<file path="src/rtl/serial_subtractor.sv">
// rtl/serial_subtractor.sv - bit-serial A-B-Bin subtractor with Start/Busy/Done handshake
// Optional: `define SERIAL_SUB_OVERFLOW_EN to build the signed-overflow flag.
module serial_subtractor #(
    parameter int WIDTH = 8
) (
    input  logic             clk,
    input  logic             rst_n,
    input  logic             Start,
    input  logic [WIDTH-1:0] Data_in_A,
    input  logic [WIDTH-1:0] Data_in_B,
    input  logic             Data_in_Bin,
    output logic             Busy,
    output logic             Done,
    output logic [WIDTH-1:0] Data_out_Diff,
    output logic             Data_out_Borrow,
    output logic             Data_out_Overflow
);

    localparam int CW = $clog2(WIDTH + 1);

    typedef enum logic [1:0] {
        S_IDLE = 2'd0,
        S_RUN  = 2'd1,
        S_DONE = 2'd2
    } state_t;

    state_t           r_state;
    state_t           w_next_state;
    logic [WIDTH-1:0] r_a_sr;
    logic [WIDTH-1:0] r_b_sr;
    logic [WIDTH-1:0] r_res_sr;
    logic [WIDTH-1:0] r_diff;
    logic             r_br;
    logic             r_borrow;
    logic [CW-1:0]    r_cnt;

    logic             w_a;
    logic             w_b;
    logic             w_d;
    logic             w_br_next;
    logic             w_last;
    logic             w_accept;
    logic [WIDTH-1:0] w_res_next;

    // Full-subtractor cell on the current LSBs
    assign w_a       = r_a_sr[0];
    assign w_b       = r_b_sr[0];
    assign w_d       = w_a ^ w_b ^ r_br;
    assign w_br_next = (~w_a & w_b) | (~(w_a ^ w_b) & r_br);
    assign w_last    = (r_cnt == CW'(WIDTH - 1));
    assign w_accept  = Start && ((r_state == S_IDLE) || (r_state == S_DONE));

    always_comb begin
        w_res_next            = r_res_sr >> 1;
        w_res_next[WIDTH-1]   = w_d;
    end

    always_ff @(posedge clk or negedge rst_n) begin
        if (!rst_n) begin
            r_state <= S_IDLE;
        end else begin
            r_state <= w_next_state;
        end
    end

    always_comb begin
        w_next_state = r_state;
        case (r_state)
            S_IDLE:  w_next_state = w_accept ? S_RUN : S_IDLE;
            S_RUN:   w_next_state = w_last ? S_DONE : S_RUN;
            S_DONE:  w_next_state = w_accept ? S_RUN : S_IDLE;
            default: w_next_state = S_IDLE;
        endcase
    end

    always_comb begin
        Busy = (r_state == S_RUN);
        Done = (r_state == S_DONE);
    end

    always_ff @(posedge clk or negedge rst_n) begin
        if (!rst_n) begin
            r_a_sr   <= '0;
            r_b_sr   <= '0;
            r_res_sr <= '0;
            r_diff   <= '0;
            r_br     <= 1'b0;
            r_borrow <= 1'b0;
            r_cnt    <= '0;
        end else if (w_accept) begin
            r_a_sr   <= Data_in_A;
            r_b_sr   <= Data_in_B;
            r_br     <= Data_in_Bin;
            r_cnt    <= '0;
        end else if (r_state == S_RUN) begin
            r_a_sr   <= r_a_sr >> 1;
            r_b_sr   <= r_b_sr >> 1;
            r_res_sr <= w_res_next;
            r_br     <= w_br_next;
            r_cnt    <= r_cnt + CW'(1);
            // Published outputs only move on the final bit so they hold during RUN
            if (w_last) begin
                r_diff   <= w_res_next;
                r_borrow <= w_br_next;
            end
        end
    end

    assign Data_out_Diff   = r_diff;
    assign Data_out_Borrow = r_borrow;

`ifdef SERIAL_SUB_OVERFLOW_EN
    logic r_a_msb;
    logic r_b_msb;
    logic r_ovf;

    always_ff @(posedge clk or negedge rst_n) begin
        if (!rst_n) begin
            r_a_msb <= 1'b0;
            r_b_msb <= 1'b0;
            r_ovf   <= 1'b0;
        end else if (w_accept) begin
            r_a_msb <= Data_in_A[WIDTH-1];
            r_b_msb <= Data_in_B[WIDTH-1];
        end else if ((r_state == S_RUN) && w_last) begin
            r_ovf   <= (r_a_msb != r_b_msb) && (w_d != r_a_msb);
        end
    end

    assign Data_out_Overflow = r_ovf;
`else
    assign Data_out_Overflow = 1'b0;
`endif

endmodule

</file>
<file path="config.mk">
export PLATFORM = sky130hd
export DESIGN_NAME = serial_subtractor
export DESIGN_NICKNAME = d
export VERILOG_FILES = /design/src/rtl/serial_subtractor.sv
export SDC_FILE = /design/constraint.sdc
export NUM_CORES = 1
export LEC_CHECK = 0
export CAP_MARGIN = 25
export CORE_MARGIN = 3
export CORE_UTILIZATION = 38
export CTS_CLUSTER_DIAMETER = 50
export CTS_CLUSTER_SIZE = 8
export DETAILED_ROUTE_END_ITERATION = 16
export PLACE_DENSITY = 0.76
export SLEW_MARGIN = 20
export SYNTH_ARGS = -nofsm -noshare
export SYNTH_HDL_FRONTEND = slang
export SYNTH_SLANG_ARGS = --single-unit
</file>
<file path="constraint.sdc">
create_clock -name clk -period 1.6 [get_ports clk]
set_input_delay 0.32 -clock clk [delete_from_list [all_inputs] [get_ports clk]]
set_output_delay 0.32 -clock clk [all_outputs]
set_load 0.1 [all_outputs]
</file>
# Word level (Yosys, flattened, before mapping)

Cells that the tools add are included.
W data, S select, Z words.

Bits in latches: 0
Logic and storage cells: 38
ROM bits: 0
Memory bits (writable): 0
Flip-flop bits (word level): 40
Memories kept: 0
Output and inout port bits: 12

Divide/modulo/power cells: 0
Add/sub/neg operators: 1
Multiply operators: 0
Shifts and indexed selects: 0
Equality and inequality tests: 3
Order comparisons: 0
Reductions and logical operators: 7
Muxes and demuxes: 11
Bitwise operators: 8

Operators by type and width:

| kind                  | number |
|---|---|
| $mux W8               | 4 |
| $mux W4               | 2 |
| $add A4 B1 Y4 const B | 1 |
| $eq A4 B3 Y1 const B  | 1 |
| $pmux W2 S2           | 1 |
| $mux W1               | 3 |
| $not A1 Y1            | 3 |
| $reduce_and A3 Y1     | 1 |
| $and A1 B1 Y1         | 2 |
| $eq A2 B1 Y1 const B  | 1 |
| $eq A2 B2 Y1 const B  | 1 |
| $logic_not A2 Y1      | 1 |
| $mux W2               | 1 |
| $reduce_and A2 Y1     | 1 |
| $reduce_bool A2 Y1    | 1 |
| $reduce_or A2 Y1      | 1 |
| $xor A1 B1 Y1         | 2 |
| $logic_and A1 B1 Y1   | 1 |
| $logic_or A1 B1 Y1    | 1 |
| $or A1 B1 Y1          | 1 |

# Depth between registers and ports, before layout

Gate-level depths: netlist of run 1.

Depth after elaboration: 6
Gate-level depth with buffers: 7
Gate-level depth less buffers: 4

# Worst setup path before layout of run 1

No wires, ideal clock.

Kind: reg2out
Start: register r_state[0]
End: output Done
Data required time: 1.280 ns
Setup slack: -0.447 ns
Stages on the path, launching flop included: 2
Data arrival time: 1.727 ns
Cells stage by stage: dfrtp_1 -> nor2b_1

Longest elaborated chain between the ends: 1

Ends and longest elaborated chain:

| element                | RTL line | source |
|---|---|---|
| start, declared        | 27       | `state_t r_state;` |
| start signal, assigned | 62       | `r_state <= w_next_state;` |
| $eq A2 B2 Y1           | 78       | `Done = (r_state == S_DONE);` |
| end, declared          | 13       | `output logic Done,` |

No other way between the ends.

# Final worst setup path of run 1

Start: register r_state[1]
End: output Busy

Longest elaborated chain between the ends: 1

Ends and longest elaborated chain:

| element       | RTL line | source |
|---|---|---|
| $eq A2 B1 Y1  | 77       | `Busy = (r_state == S_RUN);` |
| end, declared | 12       | `output logic Busy,` |

No other way between the ends.

==> reports/qor.txt, run 1 <==
TritonCTS clock tree = built
FF-to-FF Start = r_state[0]
largest net degree at the start of global routing = 27
clock insertion delay at the later pin of the skew report = 0.29 ns
DR iter-0 viols = 100
Seq/Total Area, Yosys = 0.592
core region area = 4090 um2
CP peak stage delay = 0.38 ns
Internal Power = 2.93 mW
die height = 71.9 um
io pins = 32
FF+latch count, synth = 39
yosys warns = 0
Total Die Area = 5170 um2
number of synthesized flops with an enable pin = 0
CP Launch Type = flop
total track usage = 0.147
combinational power share = 0.545
top-count cell post-synth = nand2_1
Most used DFF post-synth = dfrtp_1
Clk network pwr share = 0.117
number of max-cap violations = 0
Reg2Reg Depth = 6
global-route wire length before repair = 5.75 mm
Final Hold Viols = 0
NumNets Final = 219
vias post-DR = 1241
Initial Util = 0.404
Cell Count, Final, Fillers Out = 248
f_max = 0.654 GHz
vias in the first global route = 1214
clk buf depth = 2
HP Class = input pin to async pin
Period Utilization, post-route = 0.955
Max Transition Viols Final = 0
P per Cell Area = 2340 nW/um2
capture point of the worst reg-to-reg path = r_br
initial antenna violation count = 0
number of placed cells counting well taps = 238
GPL Wtd Cong = 0.792
Synth Cell Area = 1650 um2
Async SR Flop Fraction = 1.00
clk sinks = 39
flop2flop setup slack = 0.13 ns
Peak VDD IR = 1200 uV
WL final = 3.28 mm
Crit Path Category = flop to primary output
Net Sw Frac = 0.449
Antenna Cells = 0
Cells after Synth = 161
CP Data Arrival Time = 1.21 ns
hpwl dp = 2.38 mm
CP Cell Sequence = nand2b_1 > inv_2 > buf_12
setup tns final = 0 ns
sequential power share = 0.338
Clk pin slew, worst setup/hold paths = 0.07 ns
Port-buffer cells = 30
mean area per synthesized cell = 10.2 um2
CP Capture Type = primary output
WP data required = 1.28 ns
largest cells by area after synthesis = dfrtp_1, nand2_1, mux2_2
Net Sw Power = 2.39 mW
clk_skew = 0.00272 ns
synth unique cells = 29
final worst path period need = 1.53 ns
Num CTS Buffers = 5
count of final setup violators = 0
row count = 23
CTS Root Cell = clkbuf_8
ANT nets after route = 0
status = complete, no violations
Die W = 71.9 um
Synthesized Nets = 183
WL per Instance = 13.2 um
Area Overhead vs Synth = 37.6%
H-tree depth = 2
RSZ-0062 raised after global routing = no
grt ovf = 0
layout cells sized above 1 = 0.197
CP Max Fanout = 4
Synth top area share = 0.592
leakage power = 1.05 nW
DRC = 0
DRT Pass-1 Iters = 5
worst-path cell with the longest stage delay = dfrtp_1
number of vias per cell = 5.00
Yosys top cell by area = dfrtp_1
Synth top cells by count = nand2_1, dfrtp_1, nor2_1
## kinds of logic after synthesis
family | count (synthesis) | share of synthesized area
mux | 12 | 0.0797
simple gates | 72 | 0.183
buf+inv | 15 | 0.0394
compound gates | 19 | 0.0789
flops | 39 | 0.592
xor+xnor | 1 | 0.00531
fa+ha+maj | 2 | 0.0197
other cells | 1 | 0.00227
## metrics by stage
step / hold WS (ns) / area (um2) / power, mW / setup WS, ns / util
3_5_place_dp: 0.268 / 2170 / 4.69 / 0.0405 / 0.530
3_3_place_gp: 0.267 / 2170 / 4.61 / 0.0734 / 0.530
2_1_floorplan: 0.0244 / 1650 / 3.64 / 0.0402 / -
4_1_cts: 0.493 / 2270 / 5.36 / 0.0527 / 0.555
5_1_grt: 0.529 / 2270 / 5.68 / 0.0116 / 0.555
6_report: 0.487 / 2270 / 5.32 / 0.0716 / 0.555
## repair_timing
action | CTS | global route
setup endpoints to repair | 1 | 6
pin swaps | 0 | 0
buffers inserted | 1 | 0
hold buffers | 1 | 0
resized for setup | 1 | 1
hold endpoints to repair | 16 | 0
## critical path, delay by kind of cell (launching register included)
family / cells / cell delay [ns]
buffers and inverters: 2 / 0.29
and+or+nand+nor: 1 / 0.24
DFF: 1 / 0.38
## state kept, by name (all words and copies together) (netlist names)
signal / cells
Data_out_Diff: 8
r_a_sr: 8
r_b_sr: 8
r_res_sr: 7
r_cnt: 4
r_state: 2
Data_out_Borrow: 1
r_br: 1
## cells in the final DEF, fill, tap and decap left out, drive strengths merged, types with 3 or more instances in the layout
cell type      synthesis  final
a31oi                  9      9
buf                    6     21
clkbuf                 5      7
clkdlybuf4s50          0     18
dfrtp                 39     39
inv                    4      4
mux2                   9      9
mux2i                  3      3
nand2                 47     47
nor2                  14     14
nor3                   4      4
## how the worst max path moves through the flow
| stage | from | to | cells after the start |
|---|---|---|---|
| detailed placement | Start | r_br | 5 |
| global route | r_state[1] | Busy | 3 |
| floorplan | r_state[1] | Busy | 5 |
| finish | r_state[1] | Busy | 3 |
| CTS | r_state[1] | Busy | 3 |
| global placement | Start | r_b_sr[0] | 5 |
## routing by layer
metal / global-route usage / vias to the layer above / share of wire / wire (um)
li1: - / 605 / - / -
met1: 0.200 / 590 / 0.46 / 1510
met2: 0.217 / 39 / 0.47 / 1530
met3: 0.0421 / 7 / 0.050 / 165
met4: 0.0689 / 0 / 0.023 / 74
met5: 0 / - / 0 / 0
## power groups by stage
stage | combinational (mW) | clock [mW] | sequential, mW
final | 2.90 | 0.625 | 1.80
after global routing | 3.14 | 0.685 | 1.86
after CTS | 2.91 | 0.648 | 1.80
after detailed placement | 2.87 | 0 | 1.82
after global placement | 2.82 | 0 | 1.79
after floorplan | 1.21 | 0 | 2.43
## area by class of cell
| cell class | count | area (um2) |
|---|---|---|
| clock inverters | 1 | 5.00 |
| well taps | 50 | 62.6 |
| fillers | 353 | 1820 |
| inverters | 4 | 15.0 |
| multi-input cells | 107 | 611 |
| clock buffers | 7 | 76.3 |
| repair buffers | 40 | 524 |
| flip-flops and latches | 39 | 976 |
Power figures use the tool's default switching activity.
==> inputs of run 2 (changes only) <==
--- a/config.mk
+++ b/config.mk
@@ -6,12 +6,15 @@
 export NUM_CORES = 1
 export LEC_CHECK = 0
 export CAP_MARGIN = 25
+export CELL_PAD_IN_SITES_DETAIL_PLACEMENT = 0
+export CELL_PAD_IN_SITES_GLOBAL_PLACEMENT = 2
 export CORE_MARGIN = 3
-export CORE_UTILIZATION = 38
+export CORE_UTILIZATION = 28
 export CTS_CLUSTER_DIAMETER = 50
 export CTS_CLUSTER_SIZE = 8
 export DETAILED_ROUTE_END_ITERATION = 16
-export PLACE_DENSITY = 0.76
+export GPL_ROUTABILITY_DRIVEN = 0
+export PLACE_DENSITY = 0.85
 export SLEW_MARGIN = 20
 export SYNTH_ARGS = -nofsm -noshare
 export SYNTH_HDL_FRONTEND = slang
==> run 2 against run 1 <==
- clock-buffer cell count down 1
- combinational power up 2%
- clock power up 53%
- non-clock buffer count up 1
- fmax up 0.77%
- global-route usage down 3.3 points
- via count down 1.1%
- critical path depth up 1
- flip-flop and latch count unchanged
- worst setup slack better by 0.012 ns
- clock skew up 0.0017 ns
- worst hold slack worse by 0.41 ns
- largest power group unchanged
==> reports/qor.txt, run 2 (synthesis gave the netlist of run 1 again) <==
TritonCTS clock tree = built
Worst path depth = 4
f_max = 0.659 GHz
clk_skew = 0.00440 ns
initial antenna violation count = 0
number of max-cap violations = 0
CP Data Arrival Time = 1.20 ns
hpwl dp = 2.36 mm
DRT Pass-1 Iters = 4
ANT nets after route = 0
Period Utilization, post-route = 0.948
Net Sw Power = 2.40 mW
CP endpoint = Busy
Antenna Cells = 0
DRC = 0
Num CTS Buffers = 5
total track usage = 0.114
H-tree depth = 2
Initial Util = 0.294
setup tns final = 0 ns
P per Cell Area = 2420 nW/um2
CP Launch Type = flop
commonest non-fill, non-tap cell in the layout = nand2_1
HP Class = input pin to async pin
clk sinks = 39
NumNets Final = 220
Reg2Reg Depth = 5
final worst path period need = 1.52 ns
vias post-DR = 1227
row count = 27
Crit Path Category = flop to primary output
grt ovf = 0
Internal Power = 3.30 mW
Peak VDD IR = 1060 uV
leakage power = 1.08 nW
FF-to-FF Start = r_cnt[1]
CTS Root Cell = clkbuf_8
CP Cell Sequence = nand2b_4 > inv_2 > buf_12 > buf_16
flop2flop setup slack = 0.16 ns
Port-buffer cells = 30
global-route wire length before repair = 5.78 mm
clk buf depth = 2
combinational power share = 0.519
Net Sw Frac = 0.421
Buf/Inv on CP = 3
WL final = 3.36 mm
Die W = 82.7 um
Total Die Area = 6850 um2
number of vias per cell = 4.53
vias in the first global route = 1197
Clk pin slew, worst setup/hold paths = 0.07 ns
sequential power share = 0.313
io pins = 32
Clk network pwr share = 0.168
largest net degree at the start of global routing = 40
die height = 82.7 um
capture point of the worst reg-to-reg path = Data_out_Diff[5]
RSZ-0062 raised after global routing = no
layout cells sized above 1 = 0.216
WL per Instance = 12.4 um
DR iter-0 viols = 41
CP delay by family, top = flip-flops
Max Transition Viols Final = 0
clock insertion delay at the later pin of the skew report = 0.28 ns
CP peak stage delay = 0.39 ns
most frequent cells in the layout = nand2_1, dfrtp_1, clkdlybuf4s50_1, nor2_1, buf_12
Area Overhead vs Synth = 42.6%
core region area = 5610 um2
CP Max Fanout = 4
crit path launch = r_state[1]
count of final setup violators = 0
status = complete, no violations
worst-path cell with the longest stage delay = dfrtp_1
Final Hold Viols = 0
final hold slack = 0.0748 ns
WP data required = 1.28 ns
CP Capture Type = primary output
run 2: final cells by class:
type	instances	area (um2)
multi-input combinational	107	618
clock inverter	2	60.1
fill	576	3260
sequential	39	976
inverter	4	15.0
timing repair buffer	41	520
tap	72	90.1
clock buffer	6	72.6
run 2: worst min path at each step:
stage | from | to | cells past startpoint | slack [ns]
2_1_floorplan | rst_n | Data_out_Borrow | 0 | 0.02
3_3_place_gp | rst_n | Data_out_Diff[6] | 2 | 0.41
3_5_place_dp | rst_n | r_res_sr[7] | 2 | 0.41
4_1_cts | rst_n | r_res_sr[7] | 2 | 0.09
5_1_grt | rst_n | r_res_sr[7] | 2 | 0.12
6_report | rst_n | r_state[0] | 2 | 0.07
run 2: per-stage QoR:
stage,total power [mW],utilization,area [um2],instances,setup WS (ns)
floorplan,3.64,-,1650,161,0.0402
global placement,4.66,0.392,2200,262,0.0483
detailed placement,4.73,0.392,2200,262,-0.00279
CTS,5.73,0.417,2340,270,0.00861
global route,6.08,0.419,2350,271,0.0193
finish,5.69,0.419,2350,271,0.0833
run 2: metal layers:
layer | track usage | vias to the layer above | wire length, um
li1 | - | 609 | -
met1 | 0.152 | 575 | 1630
met2 | 0.172 | 36 | 1490
met3 | 0.0358 | 7 | 196
met4 | 0.0441 | 0 | 48
met5 | 0 | - | 0
run 2: repair_timing:
action,4_1_cts,5_1_grt
hold buffers,0,0
buffers inserted,0,1
setup endpoints to repair,1,1
resized for setup,3,1
hold endpoints to repair,0,0
run 2: power by group through the flow:
stage | Clock (mW) | Sequential (mW) | Combinational [mW]
after global routing | 1.04 | 1.84 | 3.20
after detailed placement | 0 | 1.79 | 2.93
final | 0.956 | 1.78 | 2.96
after floorplan | 0 | 2.43 | 1.21
after CTS | 0.989 | 1.79 | 2.95
after global placement | 0 | 1.79 | 2.87
